$ cat config.mk
export PLATFORM = sky130hd
export DESIGN_NAME = count_pair_ctrl_flat
export DESIGN_NICKNAME = d
export VERILOG_FILES = /design/src/rtl/count_pair_ctrl_if.sv /design/src/rtl/count_pair_ctrl.sv /design/src/flat_wrapper.sv
export SDC_FILE = /design/constraint.sdc
export NUM_CORES = 1
export LEC_CHECK = 0
export ABC_AREA = 1
export CAP_MARGIN = 40
export CORE_UTILIZATION = 35
export DETAILED_ROUTE_END_ITERATION = 8
export PLACE_DENSITY = 0.56
export SETUP_SLACK_MARGIN = 0.5
export SLEW_MARGIN = 15
export SYNTH_ARGS = -nofsm -noshare
export SYNTH_HDL_FRONTEND = slang
export SYNTH_SLANG_ARGS = --single-unit
$ cat constraint.sdc
create_clock -name clk -period 1.7 [get_ports clk]
set_input_delay 0.51 -clock clk [delete_from_list [all_inputs] [get_ports clk]]
set_output_delay 0.51 -clock clk [all_outputs]
set_load 0.01 [all_outputs]
$ cat src/rtl/count_pair_ctrl_if.sv
// Control/status bundle for count_pair_ctrl: run controls in, counter state out.
interface count_pair_ctrl_if;
  logic       start;
  logic       pause;
  logic       abort;
  logic [3:0] x;
  logic [3:0] y;
  logic [1:0] phase;
  logic       busy;
  logic       done;

  modport master (
    output start, pause, abort,
    input  x, y, phase, busy, done
  );

  modport slave (
    input  start, pause, abort,
    output x, y, phase, busy, done
  );
endinterface

$ cat src/rtl/count_pair_ctrl.sv
// Two-phase run controller: x counts to X_LIMIT, then y counts to Y_LIMIT,
// followed by a single-cycle DONE; supports pause, abort and async reset.
module count_pair_ctrl #(
  parameter int unsigned X_LIMIT = 3,
  parameter int unsigned Y_LIMIT = 5
) (
  input logic            clk,
  input logic            reset,
  count_pair_ctrl_if.slave bus
);

  localparam int unsigned CW = 4;
  localparam logic [CW-1:0] X_TERM = CW'(X_LIMIT);
  localparam logic [CW-1:0] Y_TERM = CW'(Y_LIMIT);

  typedef enum logic [1:0] {
    IDLE = 2'd0,
    XRUN = 2'd1,
    YRUN = 2'd2,
    DONE = 2'd3
  } state_t;

  state_t        state_q, state_d;
  logic [CW-1:0] x_q, x_d;
  logic [CW-1:0] y_q, y_d;
  logic          busy_q, busy_d;
  logic          done_q, done_d;
  logic [CW-1:0] x_inc, y_inc;

  assign x_inc = x_q + CW'(1);
  assign y_inc = y_q + CW'(1);

  // State and counter registers; busy/done are registered from the next state.
  always_ff @(posedge clk or posedge reset) begin
    if (reset) begin
      state_q <= IDLE;
      x_q     <= '0;
      y_q     <= '0;
      busy_q  <= 1'b0;
      done_q  <= 1'b0;
    end else begin
      state_q <= state_d;
      x_q     <= x_d;
      y_q     <= y_d;
      busy_q  <= busy_d;
      done_q  <= done_d;
    end
  end

  // Next-state and counter update; abort outranks pause, pause outranks start.
  always_comb begin
    state_d = state_q;
    x_d     = x_q;
    y_d     = y_q;

    if (bus.abort) begin
      state_d = IDLE;
      x_d     = '0;
      y_d     = '0;
    end else begin
      unique case (state_q)
        IDLE: begin
          x_d = '0;
          y_d = '0;
          if (bus.start) begin
            state_d = XRUN;
          end
        end
        XRUN: begin
          y_d = '0;
          if (!bus.pause) begin
            x_d = x_inc;
            if (x_inc == X_TERM) begin
              state_d = YRUN;
            end
          end
        end
        YRUN: begin
          x_d = X_TERM;
          if (!bus.pause) begin
            y_d = y_inc;
            if (y_inc == Y_TERM) begin
              state_d = DONE;
            end
          end
        end
        DONE: begin
          state_d = IDLE;
          x_d     = '0;
          y_d     = '0;
        end
        default: begin
          state_d = IDLE;
          x_d     = '0;
          y_d     = '0;
        end
      endcase
    end

    busy_d = (state_d == XRUN) || (state_d == YRUN);
    done_d = (state_d == DONE);
  end

  assign bus.x     = x_q;
  assign bus.y     = y_q;
  assign bus.phase = state_q;
  assign bus.busy  = busy_q;
  assign bus.done  = done_q;

endmodule

$ cat src/flat_wrapper.sv
// flat-port wrapper written by rule: the top's interface ports become plain ports
module count_pair_ctrl_flat 
#(
  parameter int unsigned X_LIMIT = 3,
  parameter int unsigned Y_LIMIT = 5
)
  (clk, reset, bus_start, bus_pause, bus_abort, bus_x, bus_y, bus_phase, bus_busy, bus_done);
  count_pair_ctrl_if bus_i ();
  input logic clk;
  input logic reset;
  input wire logic [$bits(bus_i.start)-1:0] bus_start;
  input wire logic [$bits(bus_i.pause)-1:0] bus_pause;
  input wire logic [$bits(bus_i.abort)-1:0] bus_abort;
  output wire logic [$bits(bus_i.x)-1:0] bus_x;
  output wire logic [$bits(bus_i.y)-1:0] bus_y;
  output wire logic [$bits(bus_i.phase)-1:0] bus_phase;
  output wire logic [$bits(bus_i.busy)-1:0] bus_busy;
  output wire logic [$bits(bus_i.done)-1:0] bus_done;
  assign bus_i.start = bus_start;
  assign bus_i.pause = bus_pause;
  assign bus_i.abort = bus_abort;
  assign bus_x = bus_i.x;
  assign bus_y = bus_i.y;
  assign bus_phase = bus_i.phase;
  assign bus_busy = bus_i.busy;
  assign bus_done = bus_i.done;
  count_pair_ctrl #(.X_LIMIT(X_LIMIT), .Y_LIMIT(Y_LIMIT)) u_core (.clk(clk), .reset(reset), .bus(bus_i));
endmodule
* Word-level counts from Yosys, hierarchy flattened
Index checks and enable logic that the tools add are counted.
** Word-level totals
- Bits of input ports :: 5
- Logic and storage cells :: 34
- Bits in registers :: 12
- Output and inout port bits :: 12
** Operators by class
- Eq/ne operators :: 10
- Mux-type cells :: 13
- Reduce and logical (&&, ||, !) cells :: 4
- Add/subtract/negate cells :: 2
** Operators with widths (count)
- $mux W4 :: 4
- $mux W2 :: 6
- $pmux W4 S3 :: 1
- $add A4 B1 Y4 const B :: 2
- $eq A2 B2 Y1 const B :: 4
- $pmux W2 S4 :: 1
- $pmux W4 S2 :: 1
- $ne A3 B3 Y1 const B :: 2
- $eq A2 B1 Y1 const B :: 2
- $eq A4 B2 Y1 const B :: 1
- $eq A4 B3 Y1 const B :: 1
- $reduce_or A3 Y1 :: 1
- $logic_not A2 Y1 :: 1
- $reduce_or A2 Y1 :: 1
- $logic_or A1 B1 Y1 :: 1

* Depth between registers and ports, before layout
Gate-level depths: netlist (run 1).
- Word-level depth :: 8
- Gate-level depth with buffers :: 9
- Gate-level depth less buffers :: 9

* Worst setup path before layout (run 1)
No wires, ideal clock.
- Kind :: register to register
- From :: register u_core.y_q[0], in the netlist u_core.bus.y[0]
- To :: register u_core.busy_q, in the netlist u_core.bus.busy
- Data arrival time :: 1.372 ns
- Stages on the path, launching flop included :: 10
- Path slack :: 0.202 ns
- Library setup time :: 0.126 ns
- Required time :: 1.574 ns
- Path buffers :: 0
- Period minus slack after synthesis :: 1.498 ns
- Path through :: dfrtp_1 inv_1 ha_1 nand2_1 nor2_1 nand2_1 nor2_1 nor2_1 a21oi_1 ha_1
** Between the ends
- Longest elaborated chain between the ends :: 8
- Elaborated cells on any way between the ends :: 9
- Classes of those cells :: add/sub (1); eq/ne (3); mux (4); reduce/logical (1)
** Ends and longest elaborated chain
- from (decl) :: RTL line count_pair_ctrl.sv:25 : logic [CW-1:0] y_q, y_d;
- from (signal assigned) :: RTL line count_pair_ctrl.sv:44 : y_q <= y_d;
- $add A4 B1 Y4 * :: RTL line count_pair_ctrl.sv:31 : assign y_inc = y_q + CW'(1);
- $eq A4 B3 Y1 * :: RTL line count_pair_ctrl.sv:82 : if (y_inc == Y_TERM) begin
- $mux W2 * :: RTL line count_pair_ctrl.sv:82
- $mux W2 * :: RTL line count_pair_ctrl.sv:80 : if (!bus.pause) begin
- $pmux W2 S4 * :: RTL line count_pair_ctrl.sv:61 : unique case (state_q)
- $mux W2 * :: RTL line count_pair_ctrl.sv:56 : if (bus.abort) begin
- via u_core.state_d[0] :: RTL line count_pair_ctrl.sv:23 : state_t state_q, state_d;
- $eq A2 B1 Y1 / $eq A2 B2 Y1 (equally long branches) :: RTL line count_pair_ctrl.sv:100 : busy_d = (state_d == XRUN) || (state_d == YRUN);
- $logic_or A1 B1 Y1 * :: RTL line count_pair_ctrl.sv:100
- via u_core.busy_d :: RTL line count_pair_ctrl.sv:26 : logic busy_q, busy_d;
- to (signal assigned) :: RTL line count_pair_ctrl.sv:45 : busy_q <= busy_d;
- to (decl) :: RTL line count_pair_ctrl.sv:26
The timed path passes the listed nets; every way through them passes the cells marked *.
A chain may end at the register's enable or synchronous reset.

* Final worst setup path (run 1)
- From :: register u_core.y_q[1], in the netlist u_core.bus.y[1]
- To :: register u_core.busy_q, in the netlist u_core.bus.busy
Same word-level chain as after synthesis.

==> results of run 1 <==
area by class of cell:
class	instances	area, um2	area share, %
multi-input cells	59	467	37.6
repair buffers	41	350	28.2
flip-flops and latches	12	303	24.4
inverters	16	67.6	5.44
well taps	25	31.3	2.52
clock buffers	3	22.5	1.81
through the flow:
stage / util [%] / area, um2 / setup WS, ns
2_1_floorplan: - / 698 / 0.241
6_report: 69.6 / 1240 / 0.128
3_5_place_dp: 52.8 / 942 / -0.212
5_1_grt: 69.6 / 1240 / 0.0464
3_3_place_gp: 52.8 / 942 / -0.157
4_1_cts: 59.5 / 1060 / 0.156
metal layers:
layer | wire length (um) | global-route usage, % | vias up | part of all wire, %
met4 | 21 | 8.82 | 0 | 1.1
met1 | 919 | 27.2 | 359 | 47
met3 | 83 | 3.53 | 4 | 4.3
met5 | 0 | 0 | - | 0
met2 | 912 | 31.1 | 19 | 47
li1 | - | - | 368 | -
flip-flops by register name, summed over array words and instances (netlist names):
| register | count |
|---|---|
| u_core.bus.x | 4 |
| u_core.bus.y | 4 |
| u_core.bus.phase | 2 |
| u_core.bus.busy | 1 |
| u_core.bus.done | 1 |
layout by cell type (no fill, tap or decap), drive strengths merged, types with 3 or more instances in the layout:
master | Yosys | routed
nand3 | 6 | 6
nand2 | 25 | 25
ha | 5 | 5
buf | 0 | 36
clkbuf | 0 | 4
dfrtp | 12 | 12
nor2 | 8 | 8
o21ai | 6 | 6
inv | 16 | 16
a21oi | 3 | 3
power breakdown:
group / leakage [nW] / switching [mW] / internal, mW
Clock: 0.0138 / 0.101 / 0.0820
Combinational: 0.432 / 0.0612 / 0.0563
Sequential: 0.162 / 0.00470 / 0.291
Total: 0.608 / 0.167 / 0.430
worst register-to-register path, delay by kind of cell, from the launching register on:
kind	cells	cell delay (ns)
compound gates	1	0.16
fa+ha+maj	2	0.39
buf+inv	2	0.18
flops	1	0.39
simple gates	5	0.35
logic make-up (layout without fill, tap and decap cells):
family	Yosys count	after routing	synth area share (%)
adder cells (fa/ha/maj)	5	5	9.06
buffers and inverters	16	60	8.70
AND/OR/NAND/NOR	42	42	28.8
AO/OA/AOI/OAI	12	12	9.96
flip-flops	12	12	43.5
worst min-delay path by stage:
stage,to,slack (ns),cells after the start
2_1_floorplan,u_core.bus.busy,0.37,1
3_3_place_gp,u_core.bus.y[3],0.56,2
3_5_place_dp,u_core.bus.y[3],0.56,2
4_1_cts,u_core.bus.x[2],0.57,2
5_1_grt,u_core.bus.y[2],0.61,2
6_report,u_core.bus.x[2],0.55,2
what timing repair did:
action,CTS,global route
buffers inserted,12,6
pin swaps,11,14
resized for setup,62,38
setup endpoints to repair,24,22
hold buffers,0,0
==> out/results.ini, run 1 <==
[cts]
h-tree-depth=1
cts_root_buf=clkbuf_4
clock_latency_ns=0.28
clk_path_buf_depth=2
cts_buffers=3
cts.sinks=12
clk_pin_slew_ns=0.09
cts_tree=done

[global_route]
grt_pass1_wl_um=2990
antenna_found_initial=0
grt_usage_pct=20.2
overflow=0
grt_max_degree=13
grt_pass1_vias=705

[critical_path]
crit_fanout=3
slowest_stage=dfrtp_1
cp-end-kind=register
crit_path_cell_trace=buf_6 > ha_4 > inv_2 > nand2_1 > nand2_2 > nand2_1 > nor2_1 > nor2_1 > a21oi_2 > ha_1
crit_family=flip-flops
critPathKind=reg -> reg
slowest_delay_ns=0.39
reg2reg_slack_ns=0.13
worstSetupEndpoint=u_core.bus.busy
cp.depth=10
r2r-end=u_core.bus.busy
worst_ep_arrival_time_ns=1.74
startpoint=u_core.bus.y[1]
critPathLaunchType=register
cp.required_ns=1.87
critPathBufInv=2
reg2reg_depth=10
r2r-start=u_core.bus.y[1]

[floorplanning]
die-area_mm2=0.00215
die_x_um=46.4
core_mm2=0.00178
ioPinCount=17
start_util_pct=38.7
fp.dieH_um=46.4
rows=15

[synth]
synth_cells=87
synthMostInstantiatedCell=nand2_1
synth_warnings=0
syn-cell-area_um2=691
async_reset_ff_share_pct=100
synthFlopType=dfrtp_1
synth_edf_count=0
synth_area_leaders=dfrtp_1, nand2_1, ha_1
syn_avg_cell_area_um2=7.94
synth_top_cell_by_area=dfrtp_1
ys_seq_elements=12
seq_area_frac_synth_pct=43.5
synth.distinct_cells=17
yosys.area.top_type_share_pct=43.5
synthesis.nets=97
ys_top_cells_by_count=nand2_1, inv_1, dfrtp_1

[finish]
drive_above_1_share_pct=60.3
syn_to_final_growth_pct=79.7
finalNetCount=143
final_cell_count_no_fill=156
antenna_cells=0
fillers=134

[power]
ir_drop_mv=0.356
power.leakage_nw=0.608
p_total_uw=597
power.density_mw_per_mm2=481

[drt]
drt_iter0_markers=12
post_drt_wl_per_cell_um=12.4
routed_wl_um=1940
dr.pass1.iters=4
drc=0
vias_per_cell=4.81
via_count=750
antenna_left=0

[sta]
drv_slew=0
period_needed_ns=1.57
fin_crit_sh_pct=92.5
max_freq_mhz=636
rsz0062_at_grt=true
max_slew_margin_pct=67.5
holdWs_ns=0.551
worst_slew_pin_slew_ns=0.487
setup_viol=0
fin_worst_skew_ns=0.00954
hold_viol=0
fin_setup_tns_ns=0

[hold_path]
hold_class=in -> async

[placement]
gp_congestion=0.785
dpl.cell_count=135
io_buffers=16
hpwl_um=1120

[job]
drv_cap=0

[status]
status=completed

Note: power is estimated with default switching activity, not from simulation.
==> run 2, diff against run 1 <==
--- a/config.mk
+++ b/config.mk
@@ -8,10 +8,12 @@
 export ABC_AREA = 1
 export CAP_MARGIN = 40
 export CORE_UTILIZATION = 35
+export CTS_CLUSTER_SIZE = 8
 export DETAILED_ROUTE_END_ITERATION = 8
-export PLACE_DENSITY = 0.56
+export DONT_BUFFER_PORTS = 1
+export PLACE_DENSITY = 0.45
 export SETUP_SLACK_MARGIN = 0.5
-export SLEW_MARGIN = 15
+export SLEW_MARGIN = 20
 export SYNTH_ARGS = -nofsm -noshare
 export SYNTH_HDL_FRONTEND = slang
 export SYNTH_SLANG_ARGS = --single-unit
==> run 2 against run 1 <==
Against the previous run:
- hold slack lost 0.43 ns
- combinational power shrank 62%
- largest cell class unchanged
- cell count shrank 23%
- largest power group unchanged
- via count shrank 28%
- wire length shrank 30%
==> out/results.ini, run 2 (synthesis results as in run 1) <==
[cts]
clk_path_buf_depth=2  ; unchanged
h-tree-depth=1  ; unchanged
clock_latency_ns=0.27  ; about the same
cts_buffers=3  ; unchanged
cts_root_buf=clkbuf_4
clk_pin_slew_ns=0.07  ; -0.02 ns
cts_tree=done
cts.sinks=12  ; unchanged

[critical_path]
slowest_delay_ns=0.49  ; +0.10 ns
critPathKind=reg -> reg
critPathLaunchType=register
crit_path_cell_trace=ha_4 > inv_2 > nand2_2 > nand2_2 > nor2_2 > nand2_1 > nand2_1 > a21oi_2 > ha_1
cp.required_ns=1.86  ; about the same
worst_ep_arrival_time_ns=1.68  ; -0.06 ns
slowest_stage=dfrtp_2
cp-end-kind=register
crit_fanout=6  ; +3
crit_family=flip-flops
critPathBufInv=1  ; -1

[drt]
drc=0  ; unchanged
drt_iter0_markers=11  ; -1
met2_length_um=589  ; -35%
vias_per_cell=4.53  ; -5.9%
antenna_left=0  ; unchanged
highest_layer=met4
post_drt_wl_per_cell_um=11.3  ; -8.7%
via_count=543  ; -28%
dr.pass1.iters=4  ; unchanged
met3_length_um=90  ; +8.4%
routed_wl_um=1360  ; -30%
drt-met1-wl_um=658  ; -28%

[power]
power.leakage_nw=0.377  ; -38%
power.density_mw_per_mm2=682  ; +42%
ir_drop_mv=0.358  ; +0.59%

[sta]
fin_worst_skew_ns=0.00344  ; -0.00611 ns
drv_slew=0  ; unchanged
period_needed_ns=1.51  ; -0.0581 ns
finalWorstSetupSlack_ns=0.186  ; +0.0581 ns
worst_slew_pin_slew_ns=0.447  ; -0.0400 ns
holdWs_ns=0.121  ; -0.430 ns
max_freq_mhz=660  ; +3.8%
fin_crit_sh_pct=89.1  ; -3.4 points
hold_viol=0  ; unchanged
rsz0062_at_grt=true
fin_setup_tns_ns=0  ; unchanged
setup_viol=0  ; unchanged
max_slew_margin_pct=70.2  ; +2.7 points

[finish]
final_common_cell=nand2_1
antenna_cells=0  ; unchanged
finalNetCount=106  ; -26%
fin_area_um2=840  ; -32%
most-common-layout-cells=nand2_1, inv_1, dfrtp_2
fillers=186  ; +39%
drive_above_1_share_pct=36.8  ; -23 points
syn_to_final_growth_pct=21.6

[global_route]
grt_pass1_vias=492  ; -30%
grt_usage_pct=15.3  ; -4.9 points
overflow=0  ; unchanged
grt_max_degree=13  ; unchanged
grt_pass1_wl_um=2210  ; -26%
antenna_found_initial=0  ; unchanged

[placement]
place_area_um2=744  ; -21%
hpwl_um=1070  ; -5.1%
io_buffers=0  ; -16
gp_congestion=0.758  ; -3.4%
pre_cts_slack_ns=0.119  ; +0.332 ns

[hold_path]
hold_class=in -> async

[floorplanning]
die_x_um=46.4  ; unchanged
start_util_pct=38.7  ; unchanged
rows=15  ; unchanged
fp.dieH_um=46.4  ; unchanged
die-area_mm2=0.00215  ; unchanged
core_mm2=0.00178  ; unchanged
ioPinCount=17  ; unchanged

[status]
status=completed

[job]
drv_cap=0  ; unchanged

==> run 2: cell type report <==
class | count | area, um2 | share of cell area (%)
tap | 25 | 31.3 | 3.73
inverter | 16 | 60.1 | 7.15
multi-input combinational | 59 | 365 | 43.5
timing repair buffer | 4 | 37.5 | 4.47
clock buffer | 4 | 36.3 | 4.32
sequential | 12 | 309 | 36.8
==> run 2: worst paths after layout <==
check / from / to / slack, ns / depth (start not counted)
max: u_core.bus.x[1] / u_core.bus.busy / 0.19 / 9
min: reset / u_core.bus.x[3] / 0.12 / 1
max reg2reg: u_core.bus.x[1] / u_core.bus.busy / 0.19 / 9
min reg2reg: u_core.bus.y[1] / u_core.bus.y[1] / 0.62 / 2
max in group asynchronous: reset / u_core.bus.x[2] / 1.25 / 1
min in group clk: bus_abort / u_core.bus.x[3] / 0.41 / 3
==> run 2: layer usage <==
| layer | vias to the layer above | track usage (%) |
|---|---|---|
| li1 | 291 | - |
| met1 | 235 | 20.4 |
| met2 | 13 | 21.7 |
| met3 | 4 | 6.67 |
| met4 | 0 | 5.29 |
| met5 | - | 0 |
==> run 2: repair_timing <==
| item | in CTS | in global routing |
|---|---|---|
| endpoints found under the hold margin | 0 | 0 |
| hold buffers | 0 | 0 |
| setup endpoints to repair | 15 | 18 |
| resized for setup | 9 | 7 |
| buffers inserted | 1 | 1 |
| pin swaps | 2 | 6 |
==> run 2: power by group <==
group / switching [mW] / internal, mW
Sequential: 0.0116 / 0.292
Clock: 0.0944 / 0.130
Combinational: 0.0298 / 0.0148
Total: 0.136 / 0.437
==> run 2: metrics by stage <==
step / power (mW) / util (%) / instances
floorplan: 0.339 / - / 87
global route: 0.608 / 47.1 / 120
detailed placement: 0.351 / 41.8 / 114
finish: 0.573 / 47.1 / 120
global placement: 0.351 / 41.8 / 114
CTS: 0.583 / 45.7 / 119
==> run 3, diff against run 2 <==
--- a/config.mk
+++ b/config.mk
@@ -13,7 +13,6 @@
 export DONT_BUFFER_PORTS = 1
 export PLACE_DENSITY = 0.45
 export SETUP_SLACK_MARGIN = 0.5
-export SLEW_MARGIN = 20
 export SYNTH_ARGS = -nofsm -noshare
 export SYNTH_HDL_FRONTEND = slang
 export SYNTH_SLANG_ARGS = --single-unit
==> results of run 3 <==
No change in the layout: final DEF, timing and power equal those of run 2.
